## config.mk

```make
export PLATFORM = sky130hd
export DESIGN_NAME = dcache_port_arbiter
export DESIGN_NICKNAME = d
export VERILOG_FILES = /design/src/rtl/dcache_port_arbiter.sv
export SDC_FILE = /design/constraint.sdc
export NUM_CORES = 1
export LEC_CHECK = 0
export BUFFER_PORTS_ARGS = -buffer_cell sky130_fd_sc_hd__clkbuf_2
export CAP_MARGIN = 20
export CORE_UTILIZATION = 42
export CTS_CLUSTER_SIZE = 16
export DETAILED_ROUTE_END_ITERATION = 16
export PLACE_DENSITY = 0.83
export SETUP_SLACK_MARGIN = 0.02
export SLEW_MARGIN = 15
export SYNTH_ARGS = -nofsm -noshare
export SYNTH_HDL_FRONTEND = slang
export SYNTH_SLANG_ARGS = --single-unit
```

## constraint.sdc

```tcl
create_clock -name clk -period 2.52 [get_ports clk]
set_input_delay 0.126 -clock clk [delete_from_list [all_inputs] [get_ports clk]]
set_output_delay 0.126 -clock clk [all_outputs]
set_load 0.01 [all_outputs]
```

## src/rtl/dcache_port_arbiter.sv

```systemverilog
// dcache_port_arbiter: shares one D-cache port between the LSQ load port and the PCSB store drain
// ports: clk, rst (async, active-high), flush
//        ld_req/ld_addr/ld_rmask -> ld_resp/ld_rdata   (load requester)
//        st_req/st_urgent/st_addr/st_wmask/st_wdata -> st_resp   (store drain)
//        dcache_addr/rmask/wmask/wdata (registered) <- dcache_rdata/dcache_resp   (cache port)
module dcache_port_arbiter #(
    parameter int STARVE_LIMIT = 4
) (
    input  logic        clk,
    input  logic        rst,
    input  logic        flush,
    input  logic        ld_req,
    input  logic [31:0] ld_addr,
    input  logic [3:0]  ld_rmask,
    output logic        ld_resp,
    output logic [31:0] ld_rdata,
    input  logic        st_req,
    input  logic        st_urgent,
    input  logic [31:0] st_addr,
    input  logic [3:0]  st_wmask,
    input  logic [31:0] st_wdata,
    output logic        st_resp,
    output logic [31:0] dcache_addr,
    output logic [3:0]  dcache_rmask,
    output logic [3:0]  dcache_wmask,
    output logic [31:0] dcache_wdata,
    input  logic [31:0] dcache_rdata,
    input  logic        dcache_resp
);
    typedef enum logic [1:0] {IDLE, LD_BUSY, ST_BUSY, LD_SQUASH} state_t;
    localparam logic [3:0] LIMIT = 4'(STARVE_LIMIT);
    state_t state, state_nx;
    logic [3:0] starve_cnt, starve_nx;
    logic free, ld_ok, st_ok, st_win, ld_win;
    always_comb begin
        free      = state == IDLE || dcache_resp;
        // a requester completing this cycle still shows its stale req, so it sits out
        ld_ok     = ld_req && !flush && !(state == LD_BUSY && dcache_resp);
        st_ok     = st_req && !(state == ST_BUSY && dcache_resp);
        st_win    = free && st_ok && (st_urgent || starve_cnt == LIMIT || !ld_ok);
        ld_win    = free && ld_ok && !st_win;
        state_nx  = st_win ? ST_BUSY :
                    ld_win ? LD_BUSY :
                    free   ? IDLE :
                    (state == LD_BUSY && flush) ? LD_SQUASH : state;
        starve_nx = (!st_req || st_win) ? 4'd0 :
                    (ld_win && starve_cnt != LIMIT) ? starve_cnt + 4'd1 : starve_cnt;
    end
    always_ff @(posedge clk or posedge rst) begin
        if (rst) begin
            state        <= IDLE;
            starve_cnt   <= 4'd0;
            dcache_addr  <= 32'd0;
            dcache_rmask <= 4'd0;
            dcache_wmask <= 4'd0;
            dcache_wdata <= 32'd0;
        end else begin
            state      <= state_nx;
            starve_cnt <= starve_nx;
            // port outputs only move when the port frees up; a squashed load keeps driving
            if (free) begin
                dcache_rmask <= ld_win ? ld_rmask : 4'd0;
                dcache_wmask <= st_win ? st_wmask : 4'd0;
                if (st_win) begin
                    dcache_addr  <= st_addr;
                    dcache_wdata <= st_wdata;
                end else if (ld_win) begin
                    dcache_addr <= ld_addr;
                end
            end
        end
    end
    assign ld_resp  = dcache_resp && state == LD_BUSY && !flush;
    assign ld_rdata = dcache_rdata;
    assign st_resp  = dcache_resp && state == ST_BUSY;
endmodule

```

==> impl_metrics.env <==
export IMPL_syn_area_per_cell_sq_um=14.35
export IMPL_hold_violations=0
export IMPL_numCtsBuffers=9
export IMPL_dr_max_layer_used="met4"
export IMPL_route_met3_wl_um=500
export IMPL_drt_pass1_iterations=4
export IMPL_detailed_place_hpwl_um=5969
export IMPL_crit_path_start_kind="flip-flop"
export IMPL_vdd_ir_drop_worst_v=0.0004635
export IMPL_async_flop_share_pct=100.0
export IMPL_route_detailed_wl_per_inst_um=15.03
export IMPL_holdWs_ps=18.99
export IMPL_ff_latch_area_sq_um=1952
export IMPL_slew_violations=0
export IMPL_design_area_sq_um=5145
export IMPL_drtIter0Drc=41
export IMPL_path_max_fanout=33
export IMPL_seq_area_frac_synth_pct=51.72
export IMPL_r2r_cells=5
export IMPL_yosysWarnings=0
export IMPL_drive_gt1_share_pct=67.84
export IMPL_routed_via_density=4.893
export IMPL_fmaxAchievable_mhz=483.9
export IMPL_fin_skew_ps=12.74
export IMPL_netlist_instances=263
export IMPL_worst_ep_arrival_time_ps=2280
export IMPL_grt_pass1_vias=2919
export IMPL_cts_setup_buffers=0
export IMPL_worstSetupPathType="reg -> reg"
export IMPL_worstPathRequired_ps=2740
export IMPL_cts_hold_buffers=31
export IMPL_die_w_um=96.79
export IMPL_dp_cells=515
export IMPL_ios=249
export IMPL_post_route_drc_count=0
export IMPL_synth_seq_cells=78
export IMPL_cts_resized=0
export IMPL_clk_latency_ps=340
export IMPL_final_cells=562
export IMPL_final_core_util_pct=59.00
export IMPL_crit_path_end_kind="flip-flop"
export IMPL_worst_pin_slew_ps=653.9
export IMPL_period_needed_ps=2067
export IMPL_drv_cap=0
export IMPL_fp_coreArea_sq_um=8721
export IMPL_area_delta_synth_final_pct=36.34
export IMPL_syn_area_sq_um=3774
export IMPL_power_density_nw_per_um2=954.8
export IMPL_antenna_found_initial=0
export IMPL_num_fill_cells=705
export IMPL_track_usage_pct=18.55
export IMPL_start_util_pct=43.27
export IMPL_antenna_left=0
export IMPL_holdPathStages=2
export IMPL_hold_path_class="in -> reg"
export IMPL_die_area_sq_um=9368
export IMPL_grt_overflow_total=0
export IMPL_synth_cell_types=32
export IMPL_cts_tree="done"
export IMPL_gp_congestion=0.7191
export IMPL_fin_nets=595
export IMPL_wl_met1_um=3337
export IMPL_clk_pin_slew_worst_paths_ps=90
export IMPL_io_buffers=184
export IMPL_clockBufferDepth=2
export IMPL_grt_first_pass_wirelength_um=14030
export IMPL_root_buffer="clkbuf_8"
export IMPL_leakage_uw=0.002568
export IMPL_status="complete, no violations"
export IMPL_syn_nets=408
export IMPL_route_met2_wl_um=4367
export IMPL_setup_viol=0
export IMPL_placed_cell_area_sq_um=4589
export IMPL_cts_sinks=78
export IMPL_die_h_um=96.79
export IMPL_grt_start_max_net_pins=43
export IMPL_relSlewSlack_pct=56.36
export IMPL_wirelength_um=8449
export IMPL_dr_total_vias=2750
export IMPL_synth_edff_count=0
export IMPL_timing_setup_tns_ps=0
export IMPL_synth_ff_type="dfrtp_1"
export IMPL_multi_input_area_sq_um=1490
export IMPL_htreeDepth=3
export IMPL_fin_crit_sh_pct=82.01
export IMPL_rsz0062_at_grt="false"
export IMPL_row_count=34
export IMPL_diodes=0
## state kept, by name (all words and copies together), names as in the netlist
| signal | flops |
|---|---|
| dcache_rmask | 4 |
| state | 2 |
| dcache_wdata | 32 |
| dcache_wmask | 4 |
| dcache_addr | 32 |
| starve_cnt | 4 |
## worst max-delay path: stages (launching register included)
cell	delay (ps)
dfrtp_1	460
or2_1	310
a21oi_4	280
buf_12	240
mux2_2	360
mux2_2	270
## routing by layer
| layer | vias to the layer above | track usage, % |
|---|---|---|
| li1 | 1270 | - |
| met1 | 1330 | 21.53 |
| met2 | 118 | 32.12 |
| met3 | 32 | 4.335 |
| met4 | 0 | 9.070 |
| met5 | - | 0 |
## metrics by stage
step / total power [uW] / setup slack, ps
after global placement: 3708 / 534.3
after CTS: 4974 / 447.5
after global routing: 5205 / 362.3
after floorplan: 3127 / 399.0
after detailed placement: 3802 / 471.2
final: 4913 / 453.4
## path summary, 6_finish.rpt
check / startpoint / endpoint / slack [ps]
min in group asynchronous: rst / dcache_wdata[22]$_DFFE_PP0P_ / 400
worst max-delay path: state[1]$_DFFE_PP0P_ / dcache_addr[19]$_DFFE_PP0P_ / 450
worst min register to register: dcache_wdata[14]$_DFFE_PP0P_ / dcache_wdata[14]$_DFFE_PP0P_ / 510
worst max register to register: state[1]$_DFFE_PP0P_ / dcache_addr[19]$_DFFE_PP0P_ / 450
worst min-delay path: st_wmask[1] / dcache_wmask[1]$_DFFE_PP0P_ / 20
max in group asynchronous: rst / dcache_wdata[0]$_DFFE_PP0P_ / 1470
## placed cells by master (no fill, tap or decap), drive strengths merged, types with 2 or more instances in the layout
| master | n |
|---|---|
| clkbuf | 193 |
| mux2 | 97 |
| dfrtp | 78 |
| dlygate4sd3 | 32 |
| buf | 5 |
| nand2 | 4 |
| a22o | 4 |
| a32o | 4 |
| a21oi | 4 |
| inv | 3 |
| and3 | 3 |
| bufinv | 3 |
| clkinv | 3 |
| and3b | 2 |
| ha | 2 |
## report_power, final
group          switching, uW  internal [uW]
Combinational            775           1050
Sequential               262           1710
Clock                    464            653
Total                   1500           3410
## synth_stat cells (2+ instances only)
library cell | n | area share (%)
a21oi_1 | 3 | 0.40
a22o_1 | 4 | 0.93
a32o_1 | 4 | 1.1
and3_1 | 3 | 0.50
and3b_1 | 2 | 0.46
buf_2 | 7 | 0.93
buf_4 | 32 | 6.4
buf_6 | 5 | 1.5
dfrtp_1 | 78 | 52
ha_1 | 2 | 0.66
inv_1 | 4 | 0.40
mux2_2 | 83 | 25
mux2_4 | 14 | 5.6
nand2_1 | 4 | 0.40
## area by class of cell
cell class / count / share of cell area (%)
flip-flops and latches: 78 / 37.94
clock inverters: 6 / 2.164
multi-input cells: 136 / 28.96
clock buffers: 9 / 2.408
repair buffers: 221 / 25.58
inverters: 4 / 0.3161
well taps: 108 / 2.626
## kinds of logic (layout without fill, tap and decap cells)
kind of cell    Yosys count  count (layout)  share of synthesized area (%)
xor+xnor                  1               1                         0.2321
simple gates             16              16                          2.951
flops                    78              78                          51.72
mux                      97              97                          30.34
buf+inv                  49             240                          9.283
fa+ha+maj                 2               2                         0.6630
compound gates           20              20                          4.808
Power figures use the tool's default switching activity.
